===== src/rtl/ras_ckpt_buf_if.sv =====
// Checkpoint buffer bus: allocate / resolve / retire / flush requests and the
// recovery view of the oldest checkpoint that is fed back to the RAS.
interface ras_ckpt_buf_if #(
    parameter int unsigned IDX_W = 4,
    parameter int unsigned PTR_W = 4,
    parameter int unsigned PC_W  = 64
);
    logic             alloc_vld_i;
    logic [PTR_W-1:0] alloc_ras_ptr_i;
    logic [PC_W-1:0]  alloc_pc_i;
    logic             alloc_rdy_o;
    logic [IDX_W-1:0] alloc_tag_o;
    logic             resolve_vld_i;
    logic [IDX_W-1:0] resolve_tag_i;
    logic             resolve_mispred_i;
    logic             retire_vld_i;
    logic             flush_rt_i;
    logic             bob_vld_o;
    logic [PTR_W-1:0] ras_ptr_rt_o;
    logic [PC_W-1:0]  head_pc_o;
    logic             head_mispred_o;
    logic [IDX_W:0]   count_o;
    logic             overflow_err_o;

    modport master (
        output alloc_vld_i, alloc_ras_ptr_i, alloc_pc_i,
        output resolve_vld_i, resolve_tag_i, resolve_mispred_i,
        output retire_vld_i, flush_rt_i,
        input  alloc_rdy_o, alloc_tag_o, bob_vld_o, ras_ptr_rt_o,
        input  head_pc_o, head_mispred_o, count_o, overflow_err_o
    );

    modport slave (
        input  alloc_vld_i, alloc_ras_ptr_i, alloc_pc_i,
        input  resolve_vld_i, resolve_tag_i, resolve_mispred_i,
        input  retire_vld_i, flush_rt_i,
        output alloc_rdy_o, alloc_tag_o, bob_vld_o, ras_ptr_rt_o,
        output head_pc_o, head_mispred_o, count_o, overflow_err_o
    );
endinterface


===== src/rtl/ras_ckpt_buf.sv =====
// Branch checkpoint buffer: circular FIFO of RAS pointer checkpoints with
// out-of-order resolve marking, in-order retire and retire-stage flush.
module ras_ckpt_buf #(
    parameter int unsigned DEPTH = 16,
    parameter int unsigned IDX_W = 4,
    parameter int unsigned PTR_W = 4,
    parameter int unsigned PC_W  = 64
) (
    input  logic         clock,
    input  logic         reset_n,
    ras_ckpt_buf_if.slave bus
);
    localparam logic [IDX_W:0] PTR_ONE = {{IDX_W{1'b0}}, 1'b1};

    logic [IDX_W:0]   head;
    logic [IDX_W:0]   tail;
    logic [DEPTH-1:0] vld;
    logic [DEPTH-1:0] res;
    logic [DEPTH-1:0] mis;
    logic [PTR_W-1:0] ptr_mem [DEPTH];
    logic [PC_W-1:0]  pc_mem  [DEPTH];
    logic             ovf;

    logic [IDX_W-1:0] hidx;
    logic [IDX_W-1:0] tidx;
    logic             empty;
    logic             full;
    logic             do_alloc;
    logic             do_retire;

    assign hidx  = head[IDX_W-1:0];
    assign tidx  = tail[IDX_W-1:0];
    assign empty = (head == tail);
    assign full  = (hidx == tidx) && (head[IDX_W] != tail[IDX_W]);

    assign do_alloc  = bus.alloc_vld_i && !full && !bus.flush_rt_i;
    assign do_retire = bus.retire_vld_i && !empty && res[hidx] && !bus.flush_rt_i;

    always_ff @(posedge clock) begin
        if (!reset_n) begin
            head <= '0;
            tail <= '0;
            vld  <= '0;
            res  <= '0;
            mis  <= '0;
            ovf  <= 1'b0;
        end else if (bus.flush_rt_i) begin
            vld  <= '0;
            head <= tail;
        end else begin
            if (bus.alloc_vld_i && full)
                ovf <= 1'b1;
            if (bus.resolve_vld_i && vld[bus.resolve_tag_i]) begin
                res[bus.resolve_tag_i] <= 1'b1;
                mis[bus.resolve_tag_i] <= bus.resolve_mispred_i;
            end
            // retire and alloc never hit the same slot: alloc is blocked when full
            if (do_retire) begin
                vld[hidx] <= 1'b0;
                head      <= head + PTR_ONE;
            end
            if (do_alloc) begin
                vld[tidx] <= 1'b1;
                res[tidx] <= 1'b0;
                mis[tidx] <= 1'b0;
                tail      <= tail + PTR_ONE;
            end
        end
    end

    // Payload needs no reset: it is only observed behind a valid head.
    always_ff @(posedge clock) begin
        if (do_alloc) begin
            ptr_mem[tidx] <= bus.alloc_ras_ptr_i;
            pc_mem[tidx]  <= bus.alloc_pc_i;
        end
    end

    assign bus.alloc_rdy_o    = !full;
    assign bus.alloc_tag_o    = tidx;
    assign bus.bob_vld_o      = !empty;
    assign bus.ras_ptr_rt_o   = empty ? '0 : ptr_mem[hidx];
    assign bus.head_pc_o      = empty ? '0 : pc_mem[hidx];
    assign bus.head_mispred_o = !empty && res[hidx] && mis[hidx];
    assign bus.count_o        = tail - head;
    assign bus.overflow_err_o = ovf;
endmodule


===== src/flat_wrapper.sv =====
// flat-port wrapper written by rule: the top's interface ports become plain ports
module ras_ckpt_buf_flat 
#(
    parameter int unsigned DEPTH = 16,
    parameter int unsigned IDX_W = 4,
    parameter int unsigned PTR_W = 4,
    parameter int unsigned PC_W  = 64
)
  (clock, reset_n, bus_alloc_vld_i, bus_alloc_ras_ptr_i, bus_alloc_pc_i, bus_resolve_vld_i, bus_resolve_tag_i, bus_resolve_mispred_i, bus_retire_vld_i, bus_flush_rt_i, bus_alloc_rdy_o, bus_alloc_tag_o, bus_bob_vld_o, bus_ras_ptr_rt_o, bus_head_pc_o, bus_head_mispred_o, bus_count_o, bus_overflow_err_o);
  ras_ckpt_buf_if #(.IDX_W(IDX_W), .PTR_W(PTR_W), .PC_W(PC_W)) bus_i ();
  input  logic clock;
  input  logic reset_n;
  input wire logic [$bits(bus_i.alloc_vld_i)-1:0] bus_alloc_vld_i;
  input wire logic [$bits(bus_i.alloc_ras_ptr_i)-1:0] bus_alloc_ras_ptr_i;
  input wire logic [$bits(bus_i.alloc_pc_i)-1:0] bus_alloc_pc_i;
  input wire logic [$bits(bus_i.resolve_vld_i)-1:0] bus_resolve_vld_i;
  input wire logic [$bits(bus_i.resolve_tag_i)-1:0] bus_resolve_tag_i;
  input wire logic [$bits(bus_i.resolve_mispred_i)-1:0] bus_resolve_mispred_i;
  input wire logic [$bits(bus_i.retire_vld_i)-1:0] bus_retire_vld_i;
  input wire logic [$bits(bus_i.flush_rt_i)-1:0] bus_flush_rt_i;
  output wire logic [$bits(bus_i.alloc_rdy_o)-1:0] bus_alloc_rdy_o;
  output wire logic [$bits(bus_i.alloc_tag_o)-1:0] bus_alloc_tag_o;
  output wire logic [$bits(bus_i.bob_vld_o)-1:0] bus_bob_vld_o;
  output wire logic [$bits(bus_i.ras_ptr_rt_o)-1:0] bus_ras_ptr_rt_o;
  output wire logic [$bits(bus_i.head_pc_o)-1:0] bus_head_pc_o;
  output wire logic [$bits(bus_i.head_mispred_o)-1:0] bus_head_mispred_o;
  output wire logic [$bits(bus_i.count_o)-1:0] bus_count_o;
  output wire logic [$bits(bus_i.overflow_err_o)-1:0] bus_overflow_err_o;
  assign bus_i.alloc_vld_i = bus_alloc_vld_i;
  assign bus_i.alloc_ras_ptr_i = bus_alloc_ras_ptr_i;
  assign bus_i.alloc_pc_i = bus_alloc_pc_i;
  assign bus_i.resolve_vld_i = bus_resolve_vld_i;
  assign bus_i.resolve_tag_i = bus_resolve_tag_i;
  assign bus_i.resolve_mispred_i = bus_resolve_mispred_i;
  assign bus_i.retire_vld_i = bus_retire_vld_i;
  assign bus_i.flush_rt_i = bus_flush_rt_i;
  assign bus_alloc_rdy_o = bus_i.alloc_rdy_o;
  assign bus_alloc_tag_o = bus_i.alloc_tag_o;
  assign bus_bob_vld_o = bus_i.bob_vld_o;
  assign bus_ras_ptr_rt_o = bus_i.ras_ptr_rt_o;
  assign bus_head_pc_o = bus_i.head_pc_o;
  assign bus_head_mispred_o = bus_i.head_mispred_o;
  assign bus_count_o = bus_i.count_o;
  assign bus_overflow_err_o = bus_i.overflow_err_o;
  ras_ckpt_buf #(.DEPTH(DEPTH), .IDX_W(IDX_W), .PTR_W(PTR_W), .PC_W(PC_W)) u_core (.clock(clock), .reset_n(reset_n), .bus(bus_i));
endmodule

===== config.mk =====
export PLATFORM = sky130hd
export DESIGN_NAME = ras_ckpt_buf_flat
export DESIGN_NICKNAME = d
export VERILOG_FILES = /design/src/rtl/ras_ckpt_buf_if.sv /design/src/rtl/ras_ckpt_buf.sv /design/src/flat_wrapper.sv
export SDC_FILE = /design/constraint.sdc
export NUM_CORES = 1
export LEC_CHECK = 0
export CORE_UTILIZATION = 25
export CTS_CLUSTER_DIAMETER = 200
export DETAILED_ROUTE_END_ITERATION = 12
export PLACE_DENSITY_LB_ADDON = 0.05
export SETUP_SLACK_MARGIN = 0.05
export SYNTH_ARGS = -nofsm -noshare
export SYNTH_HDL_FRONTEND = slang
export SYNTH_SLANG_ARGS = --single-unit

===== constraint.sdc =====
create_clock -name clock -period 4.8 [get_ports clock]
set_input_delay 0.72 -clock clock [delete_from_list [all_inputs] [get_ports clock]]
set_output_delay 0.72 -clock clock [all_outputs]
set_load 0.05 [all_outputs]

# Word level (Yosys, flattened, before mapping)
# Memory sizes are Yosys's and may differ from the RTL's. A register that Yosys moved wholly into a read port is not among the register bits.
# Cells that the tools add are included.
[totals] ff_bits=59 ram_bits=1088 input_bits=79 output_inout_bits=81 mem_count=2
[classes] add_sub_neg=3 order_cmp=6 eq_ne=3 n_mux=35 n_bitwise=9 n_reduce_logical=20
[mem_list] name="u_core.pc_mem" depth=16 word_bits=64 rd=1 rd_clocked_by_memory_dff=1 wr=1 line="ras_ckpt_buf.sv:21" source="logic [PC_W-1:0] pc_mem [DEPTH];"
[mem_list] name="u_core.ptr_mem" depth=16 word_bits=4 rd=1 rd_clocked_by_memory_dff=1 wr=1 line="ras_ckpt_buf.sv:20" source="logic [PTR_W-1:0] ptr_mem [DEPTH];"
[op_table] cell="2-to-1 mux 16 bit" n=12
[op_table] cell="2-to-1 mux 64 bit" n=1
[op_table] cell="bitwise AND 16 bit" n=3
[op_table] cell="inverter 16 bit" n=2
[op_table] cell="OR 16 bit" n=2
[op_table] cell="2-to-1 mux 4 bit" n=5
[op_table] cell="bitwise mux 16 bit" n=1
[op_table] cell="< comparator 4 x 5 -> 1 bit, second input constant" n=3
[op_table] cell="logical AND 1 bit" n=13
[op_table] cell="binary-select mux 1 bit (select 4 bit)" n=3
[op_table] cell="demux 1 bit (select 4 bit)" n=3
[op_table] cell="greater-or-equal comparator 4 x 1 -> 1 bit, second input constant" n=3
[op_table] cell="adder 5 x 1 -> 5 bit, second input constant" n=2
[op_table] cell="2-to-1 mux 5 bit" n=2
[op_table] cell="2-to-1 mux 1 bit" n=8
[op_table] cell="equality test 5 bit" n=1
[op_table] cell="subtractor 5 bit" n=1
[op_table] cell="equality test 4 bit" n=1
[op_table] cell="AND reduction 2 bit" n=2
[op_table] cell="logical NOT 1 bit" n=3
[op_table] cell="inverter 1 bit" n=2
[op_table] cell="nonzero test 2 bit" n=1
[op_table] cell="OR reduction 2 bit" n=1
[op_table] cell="inequality test 1 bit" n=1

# Longest topological paths before layout
# Gate-level depths: netlist of the first run.
[depth] ltp_word=11 ltp_mapped=10

# Least setup slack after synthesis of the first run
# No wires, ideal clock.
[synth_timing] path_kind="register to register" startpoint="register u_core.head[1]" endpoint="register u_core.mis[3]" setup_ns=0.119 t_arrival_ns=4.290 required_time_ns=4.681 slack_ns=0.391 stages_incl_launch_ff=10 n_path_buf=2 cell_sequence="dfxtp_1 -> buf_2 -> inv_1 -> ha_1 -> and4_1 -> a211oi_2 -> and3_1 -> clkbuf_1 -> nor4b_1 -> o221a_1"
[synth_between] elab_chain_len=6
[synth_lines] element="start, declared" line="ras_ckpt_buf.sv:15" source="logic [IDX_W:0] head;"
[synth_lines] element="start signal, assigned" line="ras_ckpt_buf.sv:49" source="head <= tail;"
[synth_lines] element="start signal, assigned" line="ras_ckpt_buf.sv:60" source="head <= head + PTR_ONE;"
[synth_lines] element="equality test 4 bit" line="ras_ckpt_buf.sv:34" source="assign full = (hidx == tidx) && (head[IDX_W] != tail[IDX_W]);"
[synth_lines] element="logical AND 1 bit" line="ras_ckpt_buf.sv:34"
[synth_lines] element="logical NOT 1 bit" line="ras_ckpt_buf.sv:36" source="assign do_alloc = bus.alloc_vld_i && !full && !bus.flush_rt_i;"
[synth_lines] element="logical AND 1 bit (2 in series)" line="ras_ckpt_buf.sv:36"
[synth_lines] element="2-to-1 mux 16 bit" line="ras_ckpt_buf.sv:62" source="if (do_alloc) begin"
[synth_lines] element="end signal, assigned by index" line="ras_ckpt_buf.sv:55" source="mis[bus.resolve_tag_i] <= bus.resolve_mispred_i;"
[synth_lines] element="end, declared" line="ras_ckpt_buf.sv:19" source="logic [DEPTH-1:0] mis;"
# No other way between the ends.
# A chain may end at the register's enable or synchronous reset.

==> flow_summary_export.csv, run 1 <==
group,metric,value,unit
flow_run,maxCapViolations,0,
clocking,cts_tree,"built",
clocking,root_buffer,"clkbuf_16",
drt,drt_iter0_drc,1431,
logic_synthesis,ys_ff_latch,1151,
critical_path,end_kind,"output port",
logic_synthesis,synth_cell_type_count,60,
logic_synthesis,synth_warnings,0,
clocking,cts_hold_buf,0,
critical_path,critPathTopFamily,"buffers and inverters",
hold_path,worstHoldPathCells,1,
pwr,p_switching,5.308,mW
drt,wl,131.4,mm
pwr,p_per_area,424.5,nW/um^2
pwr,power,22.99,mW
critical_path,r2r-start,"u_core.head[3]",
global_route,grt_pass1_wl,185.1,mm
drt,ant_nets,0,
critical_path,slowest_stage,"clkdlybuf4s50_1",
logic_synthesis,synth_flop_cell,"edfxtp_1",
critical_path,critPathKind,"reg -> out",
floorplanning,rows,154,
critical_path,worstReg2RegEnd,"u_core.pc_mem[12][31]",
drt,drc,0,
logic_synthesis,synth_commonest_cells,"1088 x edfxtp_1, 348 x mux4_2, 79 x and2_1",
drt,wl_per_cell,28.00,um
timing,fmax,220.9,MHz
final_layout,final_nets,2334,
place,pre_cts_ws,647.0,ps
floorplanning,dieArea,180500,um^2
logic_synthesis,syn-num-nets,2065,
timing,final_hold_viol_count,0,
pwr,p_seq_share,48.2,%
critical_path,crit_path_start_kind,"flip-flop",
clocking,clkSlewWorstSetupHoldPaths,60,ps
timing,slew_viol_final,0,
logic_synthesis,synth_cells,1973,
final_layout,drive_gt1_share,27.35,%
critical_path,worstPathCellList,"buf_12 -> buf_4 -> mux4_2 -> mux4_2 -> and2_1 -> clkdlybuf4s50_1",
place,hpwl,72.39,mm
critical_path,crit_arrival,3810,ps
timing,skew,27.22,ps
place,io_buffer_count,159,
clocking,cts_made_buffers,143,
global_route,grt-ovfl-total,0,
drt,first_pass_iters,8,
pwr,internal_power,17.68,mW
global_route,grt_pass1_vias,23350,
logic_synthesis,async_reset_ff_share,0,%
critical_path,cpPeakStageDelay,700,ps
clocking,cts_htree_levels,4,
clocking,cts_setup_buffers,0,
pwr,power.leakage,16.38,nW
drt,via_count,21320,
timing,setup_tns,0,ps
global_route,grt_usage,14.72,%
hold_path,min_to,"u_core.bus.overflow_err_o",
final_layout,area_delta_synth_final,21.16,%
critical_path,r2r_cells,7,
timing,max_slew.worst_pin.slew,1067,ps
logic_synthesis,synth.avg_cell_area,22.65,um^2
logic_synthesis,synth_area_leaders,"edfxtp_1 73%, mux4_2 18%, dfxtp_1 2.8%, and2_1 1.1%, clkbuf_1 0.54%",
pwr,ir_worst_vdd,0.3100,mV
drt,avgViaCountPerCell,4.545,
final_layout,post-route-util,30.61,%
hold_path,min-delay-path-class,"reg -> reg",
final_layout,nFillCells,17060,
logic_synthesis,ys_seq_area_share,75.93,%
timing,fin_crit_sh,94.32,%
timing,setup_ws,272.7,ps
logic_synthesis,yosysTopAreaCellShare,73.11,%
floorplanning,io_pins,160,
pwr,power.share.switching,23.09,%
pwr,clock_power_share,43.5,%
clocking,clkLatencyLatePin,760,ps
critical_path,cp.buffers_inverters,3,
timing,slew_headroom,27.87,%
clocking,clock_path_buffers,3,
logic_synthesis,syn_area,44690,um^2
floorplanning,coreArea,176900,um^2
critical_path,cp_common_cell,"mux4_2",
logic_synthesis,synth_edf_count,1088,
logic_synthesis,yosys.area.top_type,"edfxtp_1",
pwr,p_comb_share,8.3,%
floorplanning,die_height,424.8,um
critical_path,r2r_setup_slack,1220,ps
floorplanning,die_w,424.8,um
global_route,antenna_found_initial,15,
critical_path,worstPathRequired,4080,ps
logic_synthesis,yosysMostFrequentCell,"edfxtp_1",
critical_path,cp_max_fo,24,
outcome,outcome,"complete, no violations",
place,gp_routability_congestion,0.7298,
timing,min_period,4527,ps
timing,finalSetupViolCount,0,
clocking,cts_sinks,1151,
hold_path,worstHoldStart,"u_core.bus.overflow_err_o",
floorplanning,start_util,25.26,%
global_route,grt_max_degree,54,
timing,hold_ws,473.1,ps
timing,rsz0062_at_grt,"no",
how the worst max path moves through the flow:
stage                                    to  slack (ps)  depth (start not counted)
after floorplan               u_core.mis[3]         390                          9
after global placement    bus_head_pc_o[38]         760                          8
after detailed placement  bus_head_pc_o[49]         650                          8
after CTS                 bus_head_pc_o[49]          50                          7
after global routing      bus_head_pc_o[20]          60                          6
final                      bus_head_pc_o[5]         270                          6
routing by layer:
| metal | vias up | global-route usage, % | share of wire, % | routed length, um |
|---|---|---|---|---|
| li1 | 8927 | - | - | - |
| met1 | 11690 | 19.94 | 45 | 59250 |
| met2 | 486 | 24.14 | 49 | 64090 |
| met3 | 208 | 2.783 | 4.0 | 5303 |
| met4 | 12 | 3.843 | 2.0 | 2635 |
| met5 | - | 0 | 0.059 | 78 |
cell usage in the layout (no fill, tap or decap), types with 4 or more instances in the layout:
master,netlist,layout
a21oi_1,28,28
a31oi_1,17,17
a32oi_1,4,4
a41oi_1,4,4
and2_1,79,79
and3_1,9,6
buf_12,0,43
buf_4,5,36
clkbuf_1,64,43
clkbuf_16,0,150
clkdlybuf4s50_1,0,156
clkinv_1,0,34
clkinv_2,0,15
dfxtp_1,63,57
dfxtp_4,0,4
edfxtp_1,1088,1088
ha_1,12,12
inv_1,27,14
inv_4,0,12
inv_6,0,5
mux2i_1,8,8
mux4_2,348,348
nand2_1,20,20
nand3_1,17,17
nand4_1,4,4
nor2_1,24,23
nor2b_1,10,10
nor3_1,4,4
nor3b_1,8,8
o211a_1,5,5
o21ai_0,23,23
o221a_2,6,6
xnor2_1,4,4
metrics by stage:
step	std cells	cell area (um^2)
4_1_cts	4691	54140
3_5_place_dp	4437	49830
3_3_place_gp	4437	49830
6_report	4692	54150
5_1_grt	4691	54140
2_1_floorplan	1973	44690
kinds of logic (layout without fill, tap and decap cells):
kind of cell               after synthesis  after routing  share of synthesized area, %
DFF                                   1151           1151                         75.93
buffers and inverters                  138            516                         1.445
muxes                                  358            358                         17.83
AOI/OAI and AO/OA                      113            113                         1.747
adders and majority gates               13             13                        0.3808
xor gates and xnor gates                 8              8                        0.1736
other                                    0              1                             0
and+or+nand+nor                        192            192                         2.489
sequential cells by signal, summed over array words and instances, names as in the netlist, named ones only:
signal / cells
u_core.tail: 5
u_core.pc_mem: 1024
u_core.mis: 16
u_core.vld: 16
u_core.ptr_mem: 64
u_core.res: 16
u_core.bus.overflow_err_o: 1
u_core.head: 5
final cells by class:
type / instances / area, um^2 / share of cell area, %
Clock buffer: 195 / 3943 / 7.281
Sequential cell: 1151 / 33950 / 62.70
Tap cell: 2340 / 2928 / 5.407
Clock inverter: 59 / 361.6 / 0.6678
Inverter: 27 / 136.4 / 0.2519
Timing Repair Buffer: 235 / 2693 / 4.973
Antenna cell: 1 / 2.502 / 0.004622
Multi-Input combinational cell: 684 / 10130 / 18.71
power by group through the flow:
stage / logic (mW) / registers, mW / clock network (mW)
floorplan: 1.19 / 11.3 / 0
global placement: 1.96 / 11.3 / 0
detailed placement: 1.96 / 11.3 / 0
CTS: 1.97 / 11.1 / 10.4
global route: 2.02 / 11.1 / 10.7
finish: 1.90 / 11.1 / 10.0
timing repair:
item                                    CTS  global route
pin swaps                                 0             0
resized for setup                         2             2
gates cloned                              0             0
endpoints found under the setup margin   66            34
(Power assumes the default switching activity.)
==> run 2, diff against run 1 <==
CORE_MARGIN = 3   (was default)
==> run 2 against run 1 <==
Effect of this change:
- sequential power about the same
- largest cell class unchanged
- clock skew shrank 5.5 ps
- die area rose by 1.9%
- register-to-register slack better by 110 ps
- first-iteration DRC count increased by 13%
- critical path depth shrank 1
- cell count increased by 0.23%
==> flow_summary_export.csv, run 2 (synthesized netlist as in run 1, its figures left out) <==
group,metric,value,unit
timing,setup_ws,280.1,ps
drt,drc,0,
drt,avgViaCountPerCell,4.545,
drt,first_pass_iters,5,
drt,wl,130.7,mm
timing,max_slew.worst_pin.slew,872.5,ps
floorplanning,rows,154,
place,gp_routability_congestion,0.7289,
drt,wl_per_cell,27.79,um
timing,setup_tns,0,ps
final_layout,area.sequential,33950,um^2
clocking,cts_htree_levels,4,
clocking,cts_sinks,1151,
global_route,grt_usage,14.22,%
clocking,cts_tree,"built",
global_route,grt_pass1_vias,23540,
hold_path,min-delay-path-class,"reg -> reg",
timing,rsz0062_at_grt,"no",
flow_run,maxCapViolations,0,
place,io_buffer_count,159,
final_layout,drive_gt1_share,27.53,%
critical_path,end_kind,"output port",
timing,skew,21.68,ps
outcome,outcome,"complete, no violations",
floorplanning,start_util,25.26,%
pwr,ir_worst_vdd,0.3332,mV
final_layout,final_nets,2340,
critical_path,crit_arrival,3800,ps
timing,fin_crit_sh,94.16,%
drt,via_count,21370,
critical_path,worstPathRequired,4080,ps
final_layout,area_delta_synth_final,21.72,%
final_layout,nFillCells,17060,
floorplanning,die_w,428.8,um
critical_path,cp_max_fo,48,
final_layout,multiInputGateArea,10130,um^2
timing,min_period,4520,ps
final_layout,top_regs,"u_core.pc_mem (1024), u_core.ptr_mem (64)",
timing,finalSetupViolCount,0,
drt,ant_nets,0,
critical_path,crit_path_start_kind,"flip-flop",
critical_path,critPathKind,"reg -> out",
clocking,clkLatencyLatePin,760,ps
clocking,clkSlewWorstSetupHoldPaths,60,ps
final_layout,regMostFlops,"u_core.pc_mem",
floorplanning,die_height,428.8,um
timing,slew_viol_final,0,
timing,final_hold_viol_count,0,
timing,fmax,221.2,MHz
global_route,grt_pass1_wl,184.5,mm
place,pre_cts_ws,709.8,ps
clocking,root_buffer,"clkbuf_16",
final_layout,final_common_cell,"edfxtp_1",
pwr,power.leakage,16.61,nW
floorplanning,io_pins,160,
final_layout,mostFrequentLayoutCells,"1088 x edfxtp_1, 348 x mux4_2, 148 x clkbuf_16",
clocking,cts_made_buffers,141,
floorplanning,dieArea,183900,um^2
drt,drt_iter0_drc,1621,
clocking,cts_hold_buf,0,
global_route,grt-ovfl-total,0,
global_route,grt_max_degree,72,
global_route,antenna_found_initial,12,
floorplanning,coreArea,176900,um^2
timing,slew_headroom,41.04,%
final_layout,largest_reg_flops,1024,
place,hpwl,71.55,mm
pwr,p_per_area,423.8,nW/um^2
clocking,clock_path_buffers,3,
-- run 2: cell count changes in the layout (fill, tap and decap cells not counted), sizes merged --
cell,before,now
buf,79,84
inv,31,32
clkinvlp,0,1
dlymetal6s2s,0,5
clkbuf,195,190
diode,1,2
bufinv,3,7
clkinv,52,53
dlygate4sd2,0,21
clkdlybuf4s50,156,133
-- run 2: layer usage --
metal	share of wire (%)	global-route usage (%)	up-vias
li1	-	-	8970
met2	49	23.65	447
met4	2.0	3.565	2
met1	45	19.20	11770
met5	0.0054	0	-
met3	3.5	2.623	187
-- run 2: through the flow --
stage / power [mW] / area, um^2 / utilization, % / instances / hold slack [ps]
2_1_floorplan: 12.46 / 44690 / - / 1973 / 436.1
3_3_place_gp: 13.24 / 50020 / 28.28 / 4445 / 454.4
3_5_place_dp: 13.25 / 50020 / 28.28 / 4445 / 460.4
4_1_cts: 23.53 / 54370 / 30.74 / 4701 / 479.6
5_1_grt: 23.99 / 54390 / 30.75 / 4701 / 494.5
6_report: 23.05 / 54390 / 30.75 / 4703 / 480.6
-- run 2: area by class of cell --
type	instances	share of cell area [%]
clock buffer	190	7.117
inverter	27	0.2507
multi-input combinational	684	18.63
clock inverter	66	0.9086
tap	2340	5.383
sequential	1151	62.41
timing repair buffer	243	5.293
antenna	2	0.009201
-- run 2: where the power goes --
part	internal, mW	switching (mW)	leakage (nW)
Sequential	11.0	0.0417	10.3
Clock	6.01	4.09	2.13
Combinational	0.747	1.12	4.17
-- run 2: worst max-delay path, stage by stage (launching register included) --
cell             delay, ps
dfxtp_4                580
buf_16                 370
mux4_2                 570
mux4_2                 530
and2_1                 180
clkdlybuf4s50_1        700
-- run 2: path summary, 6_finish.rpt --
kind,slack (ps),start,cells past startpoint,end
max,280,flip-flop,5,bus_head_pc_o[14]
min,480,u_core.res[14],2,u_core.res[14]
max reg2reg,1330,u_core.tail[0],7,u_core.pc_mem[10][44]
min reg2reg,480,u_core.res[14],2,u_core.res[14]
-- run 2: timing repair --
item / 4_1_cts / 5_1_grt
setup buffers: 0 / 0
setup endpoints to repair: 70 / 7
gates resized for setup: 23 / 7
